<file path="src/rtl/ysyx_23060201_lsu_pkg.sv">
// Shared LSU definitions: RV32 funct3 codes, FSM states
// and the fixed word read mask.
package ysyx_23060201_defines;

  localparam logic [2:0] F3_LB  = 3'b000;
  localparam logic [2:0] F3_LH  = 3'b001;
  localparam logic [2:0] F3_LW  = 3'b010;
  localparam logic [2:0] F3_LBU = 3'b100;
  localparam logic [2:0] F3_LHU = 3'b101;

  localparam logic [2:0] F3_SB  = 3'b000;
  localparam logic [2:0] F3_SH  = 3'b001;
  localparam logic [2:0] F3_SW  = 3'b010;

  localparam logic [7:0] RMASK_WORD = 8'h0F;

  typedef enum logic [1:0] {
    ST_IDLE   = 2'd0,
    ST_ACCESS = 2'd1,
    ST_RESP   = 2'd2
  } lsu_state_e;

  function automatic logic f3_illegal(
    input logic       is_store,
    input logic [2:0] f3
  );
    if (is_store) return f3 > F3_SW;
    return (f3 == 3'b011) || (f3 == 3'b110) ||
           (f3 == 3'b111);
  endfunction

endpackage

</file>
<file path="src/rtl/ysyx_23060201_lsu_if.sv">
// Execute/write-back handshakes plus data-memory port
// bundled for the LSU.
interface ysyx_23060201_lsu_if #(
  parameter int ADDR_WIDTH = 32,
  parameter int DATA_WIDTH = 32
);
  logic                  in_valid;
  logic                  in_ready;
  logic                  in_is_store;
  logic [2:0]            in_funct3;
  logic [ADDR_WIDTH-1:0] in_addr;
  logic [DATA_WIDTH-1:0] in_wdata;
  logic [4:0]            in_rd;

  logic                  mem_wen;
  logic [ADDR_WIDTH-1:0] mem_waddr;
  logic [7:0]            mem_wmask;
  logic [DATA_WIDTH-1:0] mem_wdata;
  logic                  mem_ren;
  logic [ADDR_WIDTH-1:0] mem_raddr;
  logic [7:0]            mem_rmask;
  logic [DATA_WIDTH-1:0] mem_rdata;

  logic                  out_valid;
  logic                  out_ready;
  logic [DATA_WIDTH-1:0] out_rdata;
  logic [4:0]            out_rd;
  logic                  out_fault;

  modport slave (
    input  in_valid, in_is_store, in_funct3,
    input  in_addr, in_wdata, in_rd,
    output in_ready,
    output mem_wen, mem_waddr, mem_wmask, mem_wdata,
    output mem_ren, mem_raddr, mem_rmask,
    input  mem_rdata,
    output out_valid, out_rdata, out_rd, out_fault,
    input  out_ready
  );

  modport master (
    output in_valid, in_is_store, in_funct3,
    output in_addr, in_wdata, in_rd,
    input  in_ready,
    input  mem_wen, mem_waddr, mem_wmask, mem_wdata,
    input  mem_ren, mem_raddr, mem_rmask,
    output mem_rdata,
    input  out_valid, out_rdata, out_rd, out_fault,
    output out_ready
  );
endinterface

</file>
<file path="src/rtl/ysyx_23060201_lsu_align.sv">
// Byte-lane alignment: store mask/shift, misalign check,
// load realign and sign/zero extension.
module ysyx_23060201_lsu_align
  import ysyx_23060201_defines::*;
(
  input  logic [2:0]  funct3,
  input  logic [1:0]  off,
  input  logic [31:0] wdata,
  input  logic [31:0] rword,
  output logic [7:0]  wmask,
  output logic [31:0] wdata_sh,
  output logic        misalign,
  output logic [31:0] rdata
);

  logic [4:0]  sh;
  logic [3:0]  base;
  logic [31:0] rsh;

  assign sh  = {off, 3'b000};
  assign rsh = rword >> sh;

  always_comb begin
    base = 4'hF;
    unique case (funct3[1:0])
      2'b00:   base = 4'h1;
      2'b01:   base = 4'h3;
      default: base = 4'hF;
    endcase
  end

  assign wmask    = {4'h0, base << off};
  assign wdata_sh = wdata << sh;

  assign misalign =
    ((funct3[1:0] == 2'b01) && off[0]) ||
    ((funct3[1:0] == 2'b10) && (off != 2'b00));

  always_comb begin
    rdata = '0;
    unique case (funct3)
      F3_LB:   rdata = {{24{rsh[7]}}, rsh[7:0]};
      F3_LH:   rdata = {{16{rsh[15]}}, rsh[15:0]};
      F3_LW:   rdata = rsh;
      F3_LBU:  rdata = {24'h0, rsh[7:0]};
      F3_LHU:  rdata = {16'h0, rsh[15:0]};
      default: rdata = '0;
    endcase
  end

endmodule

</file>
<file path="src/rtl/ysyx_23060201_lsu.sv">
// Load/store unit: one request at a time, IDLE/ACCESS/RESP
// sequencing between execute, data memory and write-back.
module ysyx_23060201_lsu
  import ysyx_23060201_defines::*;
#(
  parameter int ADDR_WIDTH = 32,
  parameter int DATA_WIDTH = 32
) (
  input logic clk,
  input logic rst_n,
  ysyx_23060201_lsu_if.slave bus
);

  lsu_state_e state_q, state_d;

  logic                  st_q;
  logic [2:0]            f3_q;
  logic [ADDR_WIDTH-1:0] addr_q;
  logic [DATA_WIDTH-1:0] wdata_q;
  logic [4:0]            rd_q;
  logic                  fault_q;
  logic [DATA_WIDTH-1:0] rdata_q;

  logic                  idle, accept, fault_in;
  logic [2:0]            a_f3;
  logic [1:0]            a_off;
  logic [7:0]            a_wmask;
  logic [31:0]           a_wdata, a_rdata;
  logic                  a_mis;
  logic [ADDR_WIDTH-1:0] word_addr;

  assign idle   = (state_q == ST_IDLE);
  assign accept = idle && bus.in_valid;

  // Legality is judged on the live request while idle,
  // lane math on the latched one afterwards.
  assign a_f3  = idle ? bus.in_funct3  : f3_q;
  assign a_off = idle ? bus.in_addr[1:0] : addr_q[1:0];

  ysyx_23060201_lsu_align u_align (
    .funct3   (a_f3),
    .off      (a_off),
    .wdata    (wdata_q),
    .rword    (bus.mem_rdata),
    .wmask    (a_wmask),
    .wdata_sh (a_wdata),
    .misalign (a_mis),
    .rdata    (a_rdata)
  );

  assign fault_in = a_mis ||
    f3_illegal(bus.in_is_store, bus.in_funct3);
  assign word_addr = {addr_q[ADDR_WIDTH-1:2], 2'b00};

  always_ff @(posedge clk) begin
    if (!rst_n) begin
      state_q <= ST_IDLE;
      st_q    <= 1'b0;
      f3_q    <= '0;
      addr_q  <= '0;
      wdata_q <= '0;
      rd_q    <= '0;
      fault_q <= 1'b0;
      rdata_q <= '0;
    end else begin
      state_q <= state_d;
      if (accept) begin
        st_q    <= bus.in_is_store;
        f3_q    <= bus.in_funct3;
        addr_q  <= bus.in_addr;
        wdata_q <= bus.in_wdata;
        rd_q    <= bus.in_rd;
        fault_q <= fault_in;
        rdata_q <= '0;
      end
      if (state_q == ST_ACCESS && !st_q)
        rdata_q <= a_rdata;
    end
  end

  always_comb begin
    state_d = state_q;
    unique case (state_q)
      ST_IDLE:
        if (bus.in_valid)
          state_d = fault_in ? ST_RESP : ST_ACCESS;
      ST_ACCESS: state_d = ST_RESP;
      ST_RESP:
        if (bus.out_ready) state_d = ST_IDLE;
      default: state_d = ST_IDLE;
    endcase
  end

  always_comb begin
    bus.in_ready  = idle;
    bus.mem_wen   = 1'b0;
    bus.mem_waddr = '0;
    bus.mem_wmask = '0;
    bus.mem_wdata = '0;
    bus.mem_ren   = 1'b0;
    bus.mem_raddr = '0;
    bus.mem_rmask = '0;
    bus.out_valid = 1'b0;
    bus.out_rdata = '0;
    bus.out_rd    = '0;
    bus.out_fault = 1'b0;
    if (state_q == ST_ACCESS) begin
      if (st_q) begin
        bus.mem_wen   = 1'b1;
        bus.mem_waddr = word_addr;
        bus.mem_wmask = a_wmask;
        bus.mem_wdata = a_wdata;
      end else begin
        bus.mem_ren   = 1'b1;
        bus.mem_raddr = word_addr;
        bus.mem_rmask = RMASK_WORD;
      end
    end
    if (state_q == ST_RESP) begin
      bus.out_valid = 1'b1;
      bus.out_rdata = rdata_q;
      bus.out_rd    = st_q ? 5'd0 : rd_q;
      bus.out_fault = fault_q;
    end
  end

endmodule

</file>
<file path="src/flat_wrapper.sv">
// flat-port wrapper written by rule: the top's interface ports become plain ports
module ysyx_23060201_lsu_flat import ysyx_23060201_defines::*;
#(
  parameter int ADDR_WIDTH = 32,
  parameter int DATA_WIDTH = 32
)
  (clk, rst_n, bus_in_valid, bus_in_is_store, bus_in_funct3, bus_in_addr, bus_in_wdata, bus_in_rd, bus_in_ready, bus_mem_wen, bus_mem_waddr, bus_mem_wmask, bus_mem_wdata, bus_mem_ren, bus_mem_raddr, bus_mem_rmask, bus_mem_rdata, bus_out_valid, bus_out_rdata, bus_out_rd, bus_out_fault, bus_out_ready);
  ysyx_23060201_lsu_if #(.ADDR_WIDTH(ADDR_WIDTH), .DATA_WIDTH(DATA_WIDTH)) bus_i ();
  input logic clk;
  input logic rst_n;
  input wire logic [$bits(bus_i.in_valid)-1:0] bus_in_valid;
  input wire logic [$bits(bus_i.in_is_store)-1:0] bus_in_is_store;
  input wire logic [$bits(bus_i.in_funct3)-1:0] bus_in_funct3;
  input wire logic [$bits(bus_i.in_addr)-1:0] bus_in_addr;
  input wire logic [$bits(bus_i.in_wdata)-1:0] bus_in_wdata;
  input wire logic [$bits(bus_i.in_rd)-1:0] bus_in_rd;
  output wire logic [$bits(bus_i.in_ready)-1:0] bus_in_ready;
  output wire logic [$bits(bus_i.mem_wen)-1:0] bus_mem_wen;
  output wire logic [$bits(bus_i.mem_waddr)-1:0] bus_mem_waddr;
  output wire logic [$bits(bus_i.mem_wmask)-1:0] bus_mem_wmask;
  output wire logic [$bits(bus_i.mem_wdata)-1:0] bus_mem_wdata;
  output wire logic [$bits(bus_i.mem_ren)-1:0] bus_mem_ren;
  output wire logic [$bits(bus_i.mem_raddr)-1:0] bus_mem_raddr;
  output wire logic [$bits(bus_i.mem_rmask)-1:0] bus_mem_rmask;
  input wire logic [$bits(bus_i.mem_rdata)-1:0] bus_mem_rdata;
  output wire logic [$bits(bus_i.out_valid)-1:0] bus_out_valid;
  output wire logic [$bits(bus_i.out_rdata)-1:0] bus_out_rdata;
  output wire logic [$bits(bus_i.out_rd)-1:0] bus_out_rd;
  output wire logic [$bits(bus_i.out_fault)-1:0] bus_out_fault;
  input wire logic [$bits(bus_i.out_ready)-1:0] bus_out_ready;
  assign bus_i.in_valid = bus_in_valid;
  assign bus_i.in_is_store = bus_in_is_store;
  assign bus_i.in_funct3 = bus_in_funct3;
  assign bus_i.in_addr = bus_in_addr;
  assign bus_i.in_wdata = bus_in_wdata;
  assign bus_i.in_rd = bus_in_rd;
  assign bus_in_ready = bus_i.in_ready;
  assign bus_mem_wen = bus_i.mem_wen;
  assign bus_mem_waddr = bus_i.mem_waddr;
  assign bus_mem_wmask = bus_i.mem_wmask;
  assign bus_mem_wdata = bus_i.mem_wdata;
  assign bus_mem_ren = bus_i.mem_ren;
  assign bus_mem_raddr = bus_i.mem_raddr;
  assign bus_mem_rmask = bus_i.mem_rmask;
  assign bus_i.mem_rdata = bus_mem_rdata;
  assign bus_out_valid = bus_i.out_valid;
  assign bus_out_rdata = bus_i.out_rdata;
  assign bus_out_rd = bus_i.out_rd;
  assign bus_out_fault = bus_i.out_fault;
  assign bus_i.out_ready = bus_out_ready;
  ysyx_23060201_lsu #(.ADDR_WIDTH(ADDR_WIDTH), .DATA_WIDTH(DATA_WIDTH)) u_core (.clk(clk), .rst_n(rst_n), .bus(bus_i));
endmodule
</file>
<file path="config.mk">
export PLATFORM = sky130hd
export DESIGN_NAME = ysyx_23060201_lsu_flat
export DESIGN_NICKNAME = d
export VERILOG_FILES = /design/src/rtl/ysyx_23060201_lsu_pkg.sv /design/src/rtl/ysyx_23060201_lsu_if.sv /design/src/rtl/ysyx_23060201_lsu_align.sv /design/src/rtl/ysyx_23060201_lsu.sv /design/src/flat_wrapper.sv
export SDC_FILE = /design/constraint.sdc
export NUM_CORES = 1
export LEC_CHECK = 0
export CORE_MARGIN = 4
export CORE_UTILIZATION = 40
export DETAILED_ROUTE_END_ITERATION = 8
export PLACE_DENSITY = 0.79
export SLEW_MARGIN = 40
export SYNTH_ARGS = -nofsm -noshare
export SYNTH_HDL_FRONTEND = slang
export SYNTH_HIERARCHICAL = 1
export SYNTH_SLANG_ARGS = --single-unit
</file>
<file path="constraint.sdc">
create_clock -name clk -period 6.6 [get_ports clk]
set_input_delay 1.65 -clock clk [delete_from_list [all_inputs] [get_ports clk]]
set_output_delay 1.65 -clock clk [all_outputs]
set_load 0.02 [all_outputs]
</file>
==> impl_results.md <==
* CP Buf/Inv Count at 3
* Design area at ~9100 µm²
* Clk buf depth at 2
* CP cell instances: clkdlybuf4s50_1 > mux2_2 > buf_4 > a211oi_1 > a21oi_1 > and2_1 > clkdlybuf4s50_1
* Die Span Y at about 130 µm
* Die ar. at roughly 18,000 µm²
* Area leader, netlist: dfxtp_1
* Clock Skew at about 13 ps
* WL/cell at between 15 and 20 µm
* Post-cts resize count at 0
* Worst-path maximum fanout at 56
* Final hold vios at 0
* Post-synthesis sequential area ratio at 0.338
* Synth top cells by count: nand2_1 (175), and2_1 (147), dfxtp_1 (108)
* Top cells by area, synth: dfxtp_1 (34%), and2_1 (14%), nand2_1 (10%), a21boi_1 (8.2%), a32o_1 (5.0%)
* Clock Root Buffer: clkbuf_16
* Worst slew pin tran at approximately 800 ps
* Vias per inst at around 5.0
* HP Start: u_core/rd_q[1]$_SDFFE_PN0P_
* Logic pwr share at 0.271
* Vias in the first global route at between 5,000 and 6,000
* Synth Instances at roughly 800
* Antenna violations before repair at 0
* Clk slew on worst S/H paths at ~70 ps
* Iter 0 DRT Violations at 381
* Top-area cell type share of the netlist area at 0.338
* FF+latch area at between 2000 and 2500 µm²
* Leakage Power at between 0.003 and 0.004 µW
* Status: completed
* Core Rows at between 40 and 50
* CTS Hold Bufs at 0
* Starting Density at 0.415
* Cell area power density at 195 nW/µm²
* Crit path capture type: primary output
* Gpl congestion at ~0.9
* P_sw at approximately 560 µW
* Core area at between 15,000 and 20,000 µm²
* Count leader, synth: nand2_1
* Critical Path Start: bus_in_addr[0]
* Routed wire length at between 15,000 and 20,000 µm
* Final ANT Viol Nets at 0
* # IOs at roughly 260
* CP delay by family, top: buffers and inverters
* First-pass iteration count of the detailed router at 5
* CTS Sinks at 108
* Final critical-path share of the clock period at 0.852
* Final Slew Violations at 0
* Placed inst area at between 8000 and 9000 µm²
* Gr usage total at 0.211
* Power, Total at between 1500 and 2000 µW
* Unrepaired setup endpoints after global routing: no
* Setup Buffers After CTS at 0
* First-pass GRT wire length at 30,900 µm
* Internal power at ~1200 µW
* Crit Path Class: in2out
* Grt total ovfl at 0
* Clock Latency Late Sink at ~340 ps
* Arrival time of the worst setup path at just under 4000 ps
* Largest net degree at the start of global routing at roughly 110
* Port Buffers at 250
* Sw Ratio at 0.317
* Slew headroom at 0.466
* Register bit total from synthesis at about 110
* Routed vias at between 6,000 and 7,000
* Period minus WS final at 5620 ps
* Mapped Area at around 6400 µm²
* CTS buffer count at 9
* Max Cap Viol at 0
* Worst path max stage delay at around 600 ps
* N_diodes at 0
* Share of flip-flops with an asynchronous set or reset at 0
* Final setup viols at 0
* Worst path most repeated cell: clkdlybuf4s50_1
* Slowest CP cell: clkdlybuf4s50_1
* Clock power frac at 0.315
* YS warnings at 6
* Share of power burned in registers at 0.413
* DRC viols at 0
* Final #Nets at approximately 1,100
* Horiz. Die Dim at 135 µm
* Worst EP required at between 4000 and 5000 ps
* CTS tree: done
* Filler Cells Inserted at 1,465
* Area Overhead vs Synth at 41.5%
* Synth cell types at around 40
* Peak supply drop at approximately 0.12 mV
* Number of synthesized flops with an enable pin at 0
* Setup Total Neg Slack at 0 ps
* Syn Area/Cell at between 8 and 9 µm²
* CP Launch Type: input pin
* Max Fclk at approximately 0.18 GHz
* Synth Flop Type: dfxtp_1
* Area of the multi-input gates at approximately 3700 µm²
* Htree depth at 3
* R2r startpoint: u_core/state_q[1]$_SDFFE_PN0P_
* Post-DP HPWL at between 10,000 and 15,000 µm
* Layout cells sized above 1 at 0.0481
* Hold Crit Class: reg2reg
==> worst register-to-register path, delay by kind of cell, from the launching register on <==
kind                   cells  cell delay, ps
flip-flops                 1             420
AO/OA/AOI/OAI              4            1280
buffers and inverters      2             850
multiplexers               1             240
AND/OR/NAND/NOR            2             450
==> cells by family (layout without fill, tap and decap cells) <==
logic type	count (synthesis)	in the layout	share of synthesized area
simple gates	378	378	0.299
buf+inv	90	280	0.0881
flops	108	108	0.337
compound gates	179	179	0.210
other cells	2	12	0.00117
xor+xnor	1	1	0.00137
mux	39	39	0.0633
==> final cells by class <==
type,instances,share of cell area
timing repair buffer,263,0.288
inverter,1,0.000414
sequential,108,0.239
tap,211,0.0291
clock inverter,5,0.00663
multi-input combinational,609,0.411
clock buffer,11,0.0268
==> layer usage <==
layer  vias up  global-route usage  share of wire
met5         -                   0              0
met4         0              0.0628          0.020
met3        25              0.0507          0.069
met2       205               0.358           0.49
met1      2830               0.265           0.42
li1       3036                   -              -
==> stage by stage <==
step           setup slack (ps)  hold slack, ps  instances   util
2_1_floorplan              2030             430        807      -
3_3_place_gp               1050             437       1190  0.566
3_5_place_dp               1000             441       1192  0.568
4_1_cts                     999             450       1208  0.588
5_1_grt                     835             469       1208  0.588
6_report                    978             449       1208  0.588
==> path summary, 6_finish.rpt <==
kind,slack [ps],cells after the start,to
worst min register to register,450,2,u_core/rd_q[1]$_SDFFE_PN0P_
worst max register to register,3270,9,u_core/rdata_q[20]$_SDFFE_PN0P_
worst max-delay path,980,7,bus_mem_wmask[2]
worst min-delay path,450,2,u_core/rd_q[1]$_SDFFE_PN0P_
==> power by group through the flow <==
| stage | Sequential (µW) | Combinational [µW] | Clock [µW] |
|---|---|---|---|
| finish | 731 | 480 | 558 |
| global route | 738 | 527 | 600 |
| CTS | 732 | 482 | 575 |
| detailed placement | 747 | 480 | 0 |
| global placement | 746 | 470 | 0 |
| floorplan | 730 | 353 | 0 |
==> state kept, by name (all words and copies together) (netlist names) <==
name	count
u_core/fault_q	1
u_core/state_q	2
u_core/wdata_q	32
u_core/f3_q	3
u_core/st_q	1
u_core/rd_q	5
u_core/addr_q	32
u_core/rdata_q	32
==> layout by cell type (no fill, tap or decap), types with 2 or more instances in the layout <==
master,n
nor2b_1,18
nor3b_4,2
nand2b_1,4
nand2_1,175
buf_4,10
a211oi_1,24
buf_6,3
a21boi_0,3
a21oi_1,16
clkbuf_16,9
mux2i_1,32
mux2_2,5
and2_1,146
dfxtp_1,108
and3_1,2
nand3b_1,3
a32o_1,32
nor2_1,20
o21ai_2,2
conb_1,12
clkdlybuf4s50_1,249
a21boi_1,70
o21ai_0,24
Note: power is estimated with default switching activity, not from simulation.
